$ cat src/rtl/pipe_ctrl_pkg.sv
// Shared encodings for the pipeline hazard controller and its helpers.
package pipe_ctrl_pkg;

  typedef logic [1:0] ctrl_state_t;

  localparam ctrl_state_t ST_RUN         = 2'b00;
  localparam ctrl_state_t ST_LOAD_BUBBLE = 2'b01;
  localparam ctrl_state_t ST_MEM_WAIT    = 2'b10;
  localparam ctrl_state_t ST_FAULT       = 2'b11;

  localparam logic ASSERTED   = 1'b1;
  localparam logic DEASSERTED = 1'b0;

  localparam logic [4:0] REG_X0 = 5'd0;

endpackage

$ cat src/rtl/pipe_hazard_ctrl_if.sv
// Control bus between the pipeline datapath (master) and the hazard controller (slave).
interface pipe_hazard_ctrl_if #(
  parameter int unsigned ADDR_W = 32
) ();

  logic [4:0]        id_rs1_addr_i;
  logic [4:0]        id_rs2_addr_i;
  logic              id_rs1_used_i;
  logic              id_rs2_used_i;
  logic              ex_mem_read_i;
  logic [4:0]        ex_write_addr_i;
  logic              mem_branch_i;
  logic              mem_branch_take_i;
  logic [ADDR_W-1:0] mem_branch_pc_i;
  logic              mem_access_i;
  logic              dmem_ack_i;

  logic              stall_pc_o;
  logic              stall_if_id_o;
  logic              stall_id_ex_o;
  logic              stall_ex_mem_o;
  logic              stall_mem_wb_o;
  logic              flush_if_id_o;
  logic              flush_id_ex_o;
  logic              flush_ex_mem_o;
  logic              pc_redirect_o;
  logic [ADDR_W-1:0] pc_redirect_addr_o;
  logic              mem_fault_o;
  logic [31:0]       stall_cycles_o;
  logic [31:0]       flush_count_o;

  modport master (
    output id_rs1_addr_i, id_rs2_addr_i, id_rs1_used_i, id_rs2_used_i,
           ex_mem_read_i, ex_write_addr_i, mem_branch_i, mem_branch_take_i,
           mem_branch_pc_i, mem_access_i, dmem_ack_i,
    input  stall_pc_o, stall_if_id_o, stall_id_ex_o, stall_ex_mem_o, stall_mem_wb_o,
           flush_if_id_o, flush_id_ex_o, flush_ex_mem_o, pc_redirect_o,
           pc_redirect_addr_o, mem_fault_o, stall_cycles_o, flush_count_o
  );

  modport slave (
    input  id_rs1_addr_i, id_rs2_addr_i, id_rs1_used_i, id_rs2_used_i,
           ex_mem_read_i, ex_write_addr_i, mem_branch_i, mem_branch_take_i,
           mem_branch_pc_i, mem_access_i, dmem_ack_i,
    output stall_pc_o, stall_if_id_o, stall_id_ex_o, stall_ex_mem_o, stall_mem_wb_o,
           flush_if_id_o, flush_id_ex_o, flush_ex_mem_o, pc_redirect_o,
           pc_redirect_addr_o, mem_fault_o, stall_cycles_o, flush_count_o
  );

endinterface

$ cat src/rtl/pipe_hazard_ctrl_load_use_detect.sv
// Combinational load-use compare between the load in EX and the sources of ID.
module load_use_detect
  import pipe_ctrl_pkg::*;
(
  input  logic [4:0] rs1_addr_i,
  input  logic [4:0] rs2_addr_i,
  input  logic       rs1_used_i,
  input  logic       rs2_used_i,
  input  logic       ex_mem_read_i,
  input  logic [4:0] ex_write_addr_i,
  output logic       hazard_o
);

  // x0 is hardwired to zero, so a load targeting it can never feed a consumer.
  assign hazard_o = ex_mem_read_i && (ex_write_addr_i != REG_X0) &&
                    ((rs1_used_i && (rs1_addr_i == ex_write_addr_i)) ||
                     (rs2_used_i && (rs2_addr_i == ex_write_addr_i)));

endmodule

$ cat src/rtl/pipe_hazard_ctrl.sv
// Stall/flush sequencer for the 5-stage pipeline registers.
// Define PIPE_PERF_CNT_EN to build the stall/redirect performance counters.
module pipe_hazard_ctrl
  import pipe_ctrl_pkg::*;
#(
  parameter int unsigned LOAD_USE_BUBBLES = 1,
  parameter int unsigned MEM_TIMEOUT      = 255,
  parameter int unsigned ADDR_W           = 32
) (
  input logic               clk,
  input logic               rst,
  pipe_hazard_ctrl_if.slave bus
);

  localparam int unsigned       TCNT_W    = $clog2(MEM_TIMEOUT + 1);
  localparam logic [TCNT_W-1:0] TCNT_MAX  = TCNT_W'(MEM_TIMEOUT);
  localparam logic [1:0]        BCNT_INIT = 2'(LOAD_USE_BUBBLES - 1);

  ctrl_state_t       state_q, state_d;
  logic [TCNT_W-1:0] tcnt_q, tcnt_d;
  logic [1:0]        bcnt_q, bcnt_d;
  logic              fault_q, fault_d;

  logic hazard, mem_busy, branch_taken, run_eval;
  logic freeze_all, stall_front, bubble_id_ex, redirect;
  logic stall_pc, pc_redirect;

  load_use_detect u_load_use_detect (
    .rs1_addr_i      (bus.id_rs1_addr_i),
    .rs2_addr_i      (bus.id_rs2_addr_i),
    .rs1_used_i      (bus.id_rs1_used_i),
    .rs2_used_i      (bus.id_rs2_used_i),
    .ex_mem_read_i   (bus.ex_mem_read_i),
    .ex_write_addr_i (bus.ex_write_addr_i),
    .hazard_o        (hazard)
  );

  assign mem_busy     = bus.mem_access_i && !bus.dmem_ack_i;
  assign branch_taken = bus.mem_branch_i && bus.mem_branch_take_i;

  always_comb begin
    // NOTE: every signal driven here gets a default first, so no path can infer a latch.
    state_d      = state_q;
    tcnt_d       = tcnt_q;
    bcnt_d       = bcnt_q;
    fault_d      = fault_q;
    run_eval     = DEASSERTED;
    freeze_all   = DEASSERTED;
    stall_front  = DEASSERTED;
    bubble_id_ex = DEASSERTED;
    redirect     = DEASSERTED;

    case (state_q)
      ST_RUN: run_eval = ASSERTED;

      ST_LOAD_BUBBLE: begin
        if (mem_busy) begin
          freeze_all = ASSERTED;
          if (tcnt_q == TCNT_MAX) begin
            fault_d = ASSERTED;
            state_d = ST_FAULT;
          end else begin
            tcnt_d = tcnt_q + 1'b1;
          end
        end else if (branch_taken) begin
          redirect = ASSERTED;
          bcnt_d   = '0;
          tcnt_d   = '0;
          state_d  = ST_RUN;
        end else begin
          stall_front  = ASSERTED;
          bubble_id_ex = ASSERTED;
          tcnt_d       = '0;
          bcnt_d       = bcnt_q - 2'd1;
          if (bcnt_q == 2'd1) state_d = ST_RUN;
        end
      end

      // Only the acknowledge releases a pending access; the pipe then acts as in RUN.
      ST_MEM_WAIT: begin
        if (!bus.dmem_ack_i) begin
          freeze_all = ASSERTED;
          if (tcnt_q == TCNT_MAX) begin
            fault_d = ASSERTED;
            state_d = ST_FAULT;
          end else begin
            tcnt_d = tcnt_q + 1'b1;
          end
        end else begin
          tcnt_d   = '0;
          run_eval = ASSERTED;
        end
      end

      default: freeze_all = ASSERTED;
    endcase

    if (run_eval) begin
      if (mem_busy) begin
        freeze_all = ASSERTED;
        tcnt_d     = TCNT_W'(1);
        state_d    = ST_MEM_WAIT;
      end else if (branch_taken) begin
        redirect = ASSERTED;
        state_d  = ST_RUN;
      end else if (hazard) begin
        stall_front  = ASSERTED;
        bubble_id_ex = ASSERTED;
        if (LOAD_USE_BUBBLES > 1) begin
          bcnt_d  = BCNT_INIT;
          state_d = ST_LOAD_BUBBLE;
        end else begin
          state_d = ST_RUN;
        end
      end else begin
        state_d = ST_RUN;
      end
    end
  end

  always_ff @(posedge clk) begin
    // NOTE: sequential state uses non-blocking assignments so every flop samples pre-edge values.
    if (rst) begin
      state_q <= ST_RUN;
      tcnt_q  <= '0;
      bcnt_q  <= '0;
      fault_q <= DEASSERTED;
    end else begin
      state_q <= state_d;
      tcnt_q  <= tcnt_d;
      bcnt_q  <= bcnt_d;
      fault_q <= fault_d;
    end
  end

  // Controls are forced low while reset is held, regardless of the registered state.
  assign stall_pc    = !rst && (freeze_all || stall_front);
  assign pc_redirect = !rst && redirect;

  assign bus.stall_pc_o         = stall_pc;
  assign bus.stall_if_id_o      = stall_pc;
  assign bus.stall_id_ex_o      = !rst && freeze_all;
  assign bus.stall_ex_mem_o     = !rst && freeze_all;
  assign bus.stall_mem_wb_o     = !rst && freeze_all;
  assign bus.flush_if_id_o      = pc_redirect;
  assign bus.flush_id_ex_o      = !rst && (redirect || bubble_id_ex);
  assign bus.flush_ex_mem_o     = pc_redirect;
  assign bus.pc_redirect_o      = pc_redirect;
  assign bus.pc_redirect_addr_o = pc_redirect ? bus.mem_branch_pc_i : '0;
  assign bus.mem_fault_o        = fault_q;

`ifdef PIPE_PERF_CNT_EN
  logic [31:0] stall_cycles_q, stall_cycles_d;
  logic [31:0] flush_count_q, flush_count_d;

  assign stall_cycles_d = stall_cycles_q + 32'(stall_pc);
  assign flush_count_d  = flush_count_q + 32'(pc_redirect);

  always_ff @(posedge clk) begin
    if (rst) begin
      stall_cycles_q <= '0;
      flush_count_q  <= '0;
    end else begin
      stall_cycles_q <= stall_cycles_d;
      flush_count_q  <= flush_count_d;
    end
  end

  assign bus.stall_cycles_o = stall_cycles_q;
  assign bus.flush_count_o  = flush_count_q;
`else
  assign bus.stall_cycles_o = '0;
  assign bus.flush_count_o  = '0;
`endif

endmodule
$ cat src/flat_wrapper.sv
// flat-port wrapper written by rule: the top's interface ports become plain ports
module pipe_hazard_ctrl_flat import pipe_ctrl_pkg::*;
#(
  parameter int unsigned LOAD_USE_BUBBLES = 1,
  parameter int unsigned MEM_TIMEOUT      = 255,
  parameter int unsigned ADDR_W           = 32
)
  (clk, rst, bus_id_rs1_addr_i, bus_id_rs2_addr_i, bus_id_rs1_used_i, bus_id_rs2_used_i, bus_ex_mem_read_i, bus_ex_write_addr_i, bus_mem_branch_i, bus_mem_branch_take_i, bus_mem_branch_pc_i, bus_mem_access_i, bus_dmem_ack_i, bus_stall_pc_o, bus_stall_if_id_o, bus_stall_id_ex_o, bus_stall_ex_mem_o, bus_stall_mem_wb_o, bus_flush_if_id_o, bus_flush_id_ex_o, bus_flush_ex_mem_o, bus_pc_redirect_o, bus_pc_redirect_addr_o, bus_mem_fault_o, bus_stall_cycles_o, bus_flush_count_o);
  pipe_hazard_ctrl_if #(.ADDR_W(ADDR_W)) bus_i ();
  input logic clk;
  input logic rst;
  input wire logic [$bits(bus_i.id_rs1_addr_i)-1:0] bus_id_rs1_addr_i;
  input wire logic [$bits(bus_i.id_rs2_addr_i)-1:0] bus_id_rs2_addr_i;
  input wire logic [$bits(bus_i.id_rs1_used_i)-1:0] bus_id_rs1_used_i;
  input wire logic [$bits(bus_i.id_rs2_used_i)-1:0] bus_id_rs2_used_i;
  input wire logic [$bits(bus_i.ex_mem_read_i)-1:0] bus_ex_mem_read_i;
  input wire logic [$bits(bus_i.ex_write_addr_i)-1:0] bus_ex_write_addr_i;
  input wire logic [$bits(bus_i.mem_branch_i)-1:0] bus_mem_branch_i;
  input wire logic [$bits(bus_i.mem_branch_take_i)-1:0] bus_mem_branch_take_i;
  input wire logic [$bits(bus_i.mem_branch_pc_i)-1:0] bus_mem_branch_pc_i;
  input wire logic [$bits(bus_i.mem_access_i)-1:0] bus_mem_access_i;
  input wire logic [$bits(bus_i.dmem_ack_i)-1:0] bus_dmem_ack_i;
  output wire logic [$bits(bus_i.stall_pc_o)-1:0] bus_stall_pc_o;
  output wire logic [$bits(bus_i.stall_if_id_o)-1:0] bus_stall_if_id_o;
  output wire logic [$bits(bus_i.stall_id_ex_o)-1:0] bus_stall_id_ex_o;
  output wire logic [$bits(bus_i.stall_ex_mem_o)-1:0] bus_stall_ex_mem_o;
  output wire logic [$bits(bus_i.stall_mem_wb_o)-1:0] bus_stall_mem_wb_o;
  output wire logic [$bits(bus_i.flush_if_id_o)-1:0] bus_flush_if_id_o;
  output wire logic [$bits(bus_i.flush_id_ex_o)-1:0] bus_flush_id_ex_o;
  output wire logic [$bits(bus_i.flush_ex_mem_o)-1:0] bus_flush_ex_mem_o;
  output wire logic [$bits(bus_i.pc_redirect_o)-1:0] bus_pc_redirect_o;
  output wire logic [$bits(bus_i.pc_redirect_addr_o)-1:0] bus_pc_redirect_addr_o;
  output wire logic [$bits(bus_i.mem_fault_o)-1:0] bus_mem_fault_o;
  output wire logic [$bits(bus_i.stall_cycles_o)-1:0] bus_stall_cycles_o;
  output wire logic [$bits(bus_i.flush_count_o)-1:0] bus_flush_count_o;
  assign bus_i.id_rs1_addr_i = bus_id_rs1_addr_i;
  assign bus_i.id_rs2_addr_i = bus_id_rs2_addr_i;
  assign bus_i.id_rs1_used_i = bus_id_rs1_used_i;
  assign bus_i.id_rs2_used_i = bus_id_rs2_used_i;
  assign bus_i.ex_mem_read_i = bus_ex_mem_read_i;
  assign bus_i.ex_write_addr_i = bus_ex_write_addr_i;
  assign bus_i.mem_branch_i = bus_mem_branch_i;
  assign bus_i.mem_branch_take_i = bus_mem_branch_take_i;
  assign bus_i.mem_branch_pc_i = bus_mem_branch_pc_i;
  assign bus_i.mem_access_i = bus_mem_access_i;
  assign bus_i.dmem_ack_i = bus_dmem_ack_i;
  assign bus_stall_pc_o = bus_i.stall_pc_o;
  assign bus_stall_if_id_o = bus_i.stall_if_id_o;
  assign bus_stall_id_ex_o = bus_i.stall_id_ex_o;
  assign bus_stall_ex_mem_o = bus_i.stall_ex_mem_o;
  assign bus_stall_mem_wb_o = bus_i.stall_mem_wb_o;
  assign bus_flush_if_id_o = bus_i.flush_if_id_o;
  assign bus_flush_id_ex_o = bus_i.flush_id_ex_o;
  assign bus_flush_ex_mem_o = bus_i.flush_ex_mem_o;
  assign bus_pc_redirect_o = bus_i.pc_redirect_o;
  assign bus_pc_redirect_addr_o = bus_i.pc_redirect_addr_o;
  assign bus_mem_fault_o = bus_i.mem_fault_o;
  assign bus_stall_cycles_o = bus_i.stall_cycles_o;
  assign bus_flush_count_o = bus_i.flush_count_o;
  pipe_hazard_ctrl #(.LOAD_USE_BUBBLES(LOAD_USE_BUBBLES), .MEM_TIMEOUT(MEM_TIMEOUT), .ADDR_W(ADDR_W)) u_core (.clk(clk), .rst(rst), .bus(bus_i));
endmodule
$ cat config.mk
export PLATFORM = sky130hd
export DESIGN_NAME = pipe_hazard_ctrl_flat
export DESIGN_NICKNAME = d
export VERILOG_FILES = /design/src/rtl/pipe_ctrl_pkg.sv /design/src/rtl/pipe_hazard_ctrl_if.sv /design/src/rtl/pipe_hazard_ctrl_load_use_detect.sv /design/src/rtl/pipe_hazard_ctrl.sv /design/src/flat_wrapper.sv
export SDC_FILE = /design/constraint.sdc
export NUM_CORES = 1
export LEC_CHECK = 0
export BUFFER_PORTS_ARGS = -buffer_cell sky130_fd_sc_hd__buf_4
export CAP_MARGIN = 20
export CORE_MARGIN = 2
export CORE_UTILIZATION = 38
export CTS_BUF_LIST = sky130_fd_sc_hd__clkbuf_4 sky130_fd_sc_hd__clkbuf_8
export DETAILED_ROUTE_END_ITERATION = 10
export HOLD_SLACK_MARGIN = 0.06
export MAX_ROUTING_LAYER = met4
export PLACE_DENSITY = 0.83
export SLEW_MARGIN = 0
export SYNTH_ARGS = -nofsm -noshare
export SYNTH_HDL_FRONTEND = slang
export SYNTH_SLANG_ARGS = --single-unit
export TNS_END_PERCENT = 30
$ cat constraint.sdc
create_clock -name clk -period 1.85 [get_ports clk]
set_input_delay 0.0925 -clock clk [delete_from_list [all_inputs] [get_ports clk]]
set_output_delay 0.0925 -clock clk [all_outputs]
set_load 0.03 [all_outputs]
==> results.json <==
{
  "status": "finished, violations left",
  "violations": "setup timing",
  "cts_buffers": 3,
  "final_cell_mix": "75 x buf_4, 64 x conb_1, 35 x buf_6",
  "min-delay-start": "rst",
  "die-area_um2": 5089,
  "start_util_pct": 39.57,
  "die_w_um": 71.34,
  "ir_drop_mv": 0.3421,
  "holdPathEnd": "u_core.state_q[0]$_SDFFE_PP0P_",
  "wl_met2_um": 3046,
  "final-setup-viol-count": 38,
  "die_y_um": 71.34,
  "synth_cell_types": 42,
  "crit_path_start": "u_core.state_q[1]$_SDFFE_PP0P_",
  "rr_worst_depth": 6,
  "cp-end-kind": "output pin",
  "fin_ws_ns": -0.1778,
  "fmaxAchievable_mhz": 493.1,
  "row_count": 24,
  "clk_latency_ns": 0.25,
  "io_pins": 162,
  "fin_crit_ns": 2.028,
  "required_ns": 1.76,
  "start_kind": "flop",
  "clk_pin_slew_ns": 0.05,
  "slowest_delay_ns": 0.38,
  "ant_nets": 0,
  "cp_max_fo": 8,
  "num_vias": 1751,
  "crit_top_cell": "buf_6",
  "synth_area_um2": 1723,
  "reg2reg_setup_slack_ns": 0.06,
  "drv_cap": 0,
  "coreArea_um2": 4354,
  "hold_depth": 2,
  "worst_hold_path_type": "in2reg",
  "p_per_area_nw_per_um2": 394.2,
  "grt_first_pass_wirelength_um": 7320,
  "syn_area_per_cell_um2": 7.692,
  "fin_cells": 380,
  "io_buffers": 97,
  "area_growth_pct": 54.83,
  "antenna_found_initial": 0,
  "cts-root-buf": "clkbuf_8",
  "gr-usage-all-layers_pct": 18.14,
  "synth-seq-area-share_pct": 15.11,
  "cts_htree_levels": 1,
  "wl_per_cell_um": 14.80,
  "placed_cells": 365,
  "hold_buffers": 0,
  "slowest_stage": "a2111oi_4",
  "grt_overflow_total": 0,
  "critPathArrivalTime_ns": 1.94,
  "crit_path_cell_trace": "inv_6 > ha_4 > a21oi_4 > a2111oi_4 > buf_4 > buf_6 > and2_1 > buf_6",
  "grt_pass1_vias": 1543,
  "cts_num_sinks": 13,
  "cts_tree": "built",
  "gp_congestion": 0.9611,
  "r2r-start": "u_core.state_q[0]$_SDFFE_PP0P_",
  "hold_slack_ns": 0.1044,
  "tightest_slew_ns": 0.5027,
  "path_class": "reg2out",
  "yosys_warnings": 0,
  "highest_layer": "met4",
  "rsz0062_at_grt": "yes",
  "hold_violations": 0,
  "drv_slew": 0,
  "netlist_instances": 224,
  "final_common_cell": "buf_4",
  "max_slew_margin_pct": 65.62,
  "post_drt_via_cell_ratio": 4.608,
  "period_share_pct": 109.6,
  "wl_met3_um": 540,
  "skew_ns": 0.004372,
  "power.leakage_uw": 0.001310,
  "drc": 0,
  "final_nets": 391,
  "ctsLongestPathBuffers": 2,
  "drtIter0Drc": 68,
  "wirelength_um": 5624,
  "ys_seq_elements": 13,
  "worstReg2RegEnd": "u_core.state_q[1]$_SDFFE_PP0P_",
  "met1_length_um": 1915,
  "dr.pass1.iters": 4,
  "drive_above_1_share_pct": 48.17,
  "dpl.hpwl_um": 3731,
  "antenna_cells": 0,
  "pre_cts_slack_ns": -0.004194,
  "grt_start_max_net_pins": 19
}
cell type report:
class / count / area [um2]
Timing Repair Buffer: 113 / 1027
Sequential cell: 13 / 267.8
Tap cell: 52 / 65.06
Clock buffer: 4 / 48.80
Multi-Input combinational cell: 192 / 1229
Inverter: 6 / 30.03
Fill cell: 363 / 1687
critical path: cells and delay by family, from the launching register on:
kind / cells / cell delay (ns)
compound gates: 2 / 0.43
fa+ha+maj: 1 / 0.17
buf+inv: 4 / 0.56
flops: 1 / 0.37
simple gates: 1 / 0.16
stage by stage:
step	setup TNS [ns]	power, uW	instance area [um2]	util [%]
global placement	0	724.3	2235	51.32
finish	-4.847	1052	2668	61.26
global route	-7.467	1095	2668	61.26
CTS	-3.561	1030	2534	58.19
floorplan	-0.1498	694.2	1963	-
detailed placement	-0.004194	729.1	2235	51.32
where the power goes:
part | switching (uW) | internal, uW
logic | 324 | 177
clock network | 102 | 167
registers | 2.60 | 280
synth_stat cells, drive strengths merged:
library cell / count / share of area, %
a32oi: 1 / 0.51
xnor2: 2 / 1.0
conb: 1 / 0.22
nand4: 3 / 1.1
a2111oi: 3 / 2.6
a31oi: 3 / 1.1
and3: 2 / 0.73
nor2b: 2 / 0.73
dfxtp: 13 / 15
o211ai: 2 / 0.87
nand3: 3 / 0.87
nor4: 2 / 0.73
o41ai: 1 / 0.51
nand4b: 2 / 1.0
mux2i: 1 / 0.58
a21oi: 8 / 2.5
or4: 1 / 0.44
inv: 6 / 1.3
nand2b: 1 / 0.36
and2: 34 / 12
xor2: 10 / 5.1
and4: 2 / 1.0
nor3: 2 / 0.58
o21bai: 1 / 0.44
or3: 1 / 0.36
a221oi: 1 / 0.51
o21ai: 7 / 2.0
a41oi: 2 / 1.5
ha: 6 / 4.4
a211oi: 2 / 0.87
nand2: 12 / 2.6
o31ai: 2 / 0.87
clkbuf: 2 / 0.44
nor2: 9 / 2.0
buf: 74 / 33
how the worst max path moves through the flow:
stage	endpoint	slack (ns)
detailed placement	bus_pc_redirect_addr_o[11]	-0.004
finish	bus_pc_redirect_addr_o[10]	-0.18
CTS	bus_pc_redirect_addr_o[19]	-0.11
floorplan	bus_stall_pc_o	-0.06
global route	bus_pc_redirect_addr_o[10]	-0.23
global placement	bus_stall_pc_o	0.06
layer usage:
| metal | track usage, % | vias to the layer above |
|---|---|---|
| li1 | - | 826 |
| met1 | 20.02 | 790 |
| met2 | 32.92 | 119 |
| met3 | 3.376 | 16 |
| met4 | 5.451 | 0 |
| met5 | - | - |
registers in the layout (all words and copies together) (netlist names):
name,count
u_core.state_q,2
u_core.bcnt_q,2
u_core.bus.mem_fault_o,1
u_core.tcnt_q,8
cells by family after synthesis:
| kind of cell | count (synthesis) | share of synthesized area [%] |
|---|---|---|
| xor+xnor | 12 | 6.100 |
| buf+inv | 82 | 34.49 |
| compound gates | 33 | 14.31 |
| other cells | 1 | 0.2177 |
| simple gates | 76 | 24.84 |
| flops | 13 | 15.11 |
| fa+ha+maj | 6 | 4.357 |
| mux | 1 | 0.5810 |
timing repair:
| item | CTS | global route |
|---|---|---|
| cloned | 1 | 4 |
| pin swaps | 3 | 28 |
| buffers inserted | 4 | 2 |
| setup endpoints to repair | 41 | 41 |
| resized for setup | 53 | 26 |
Power figures use the tool's default switching activity.
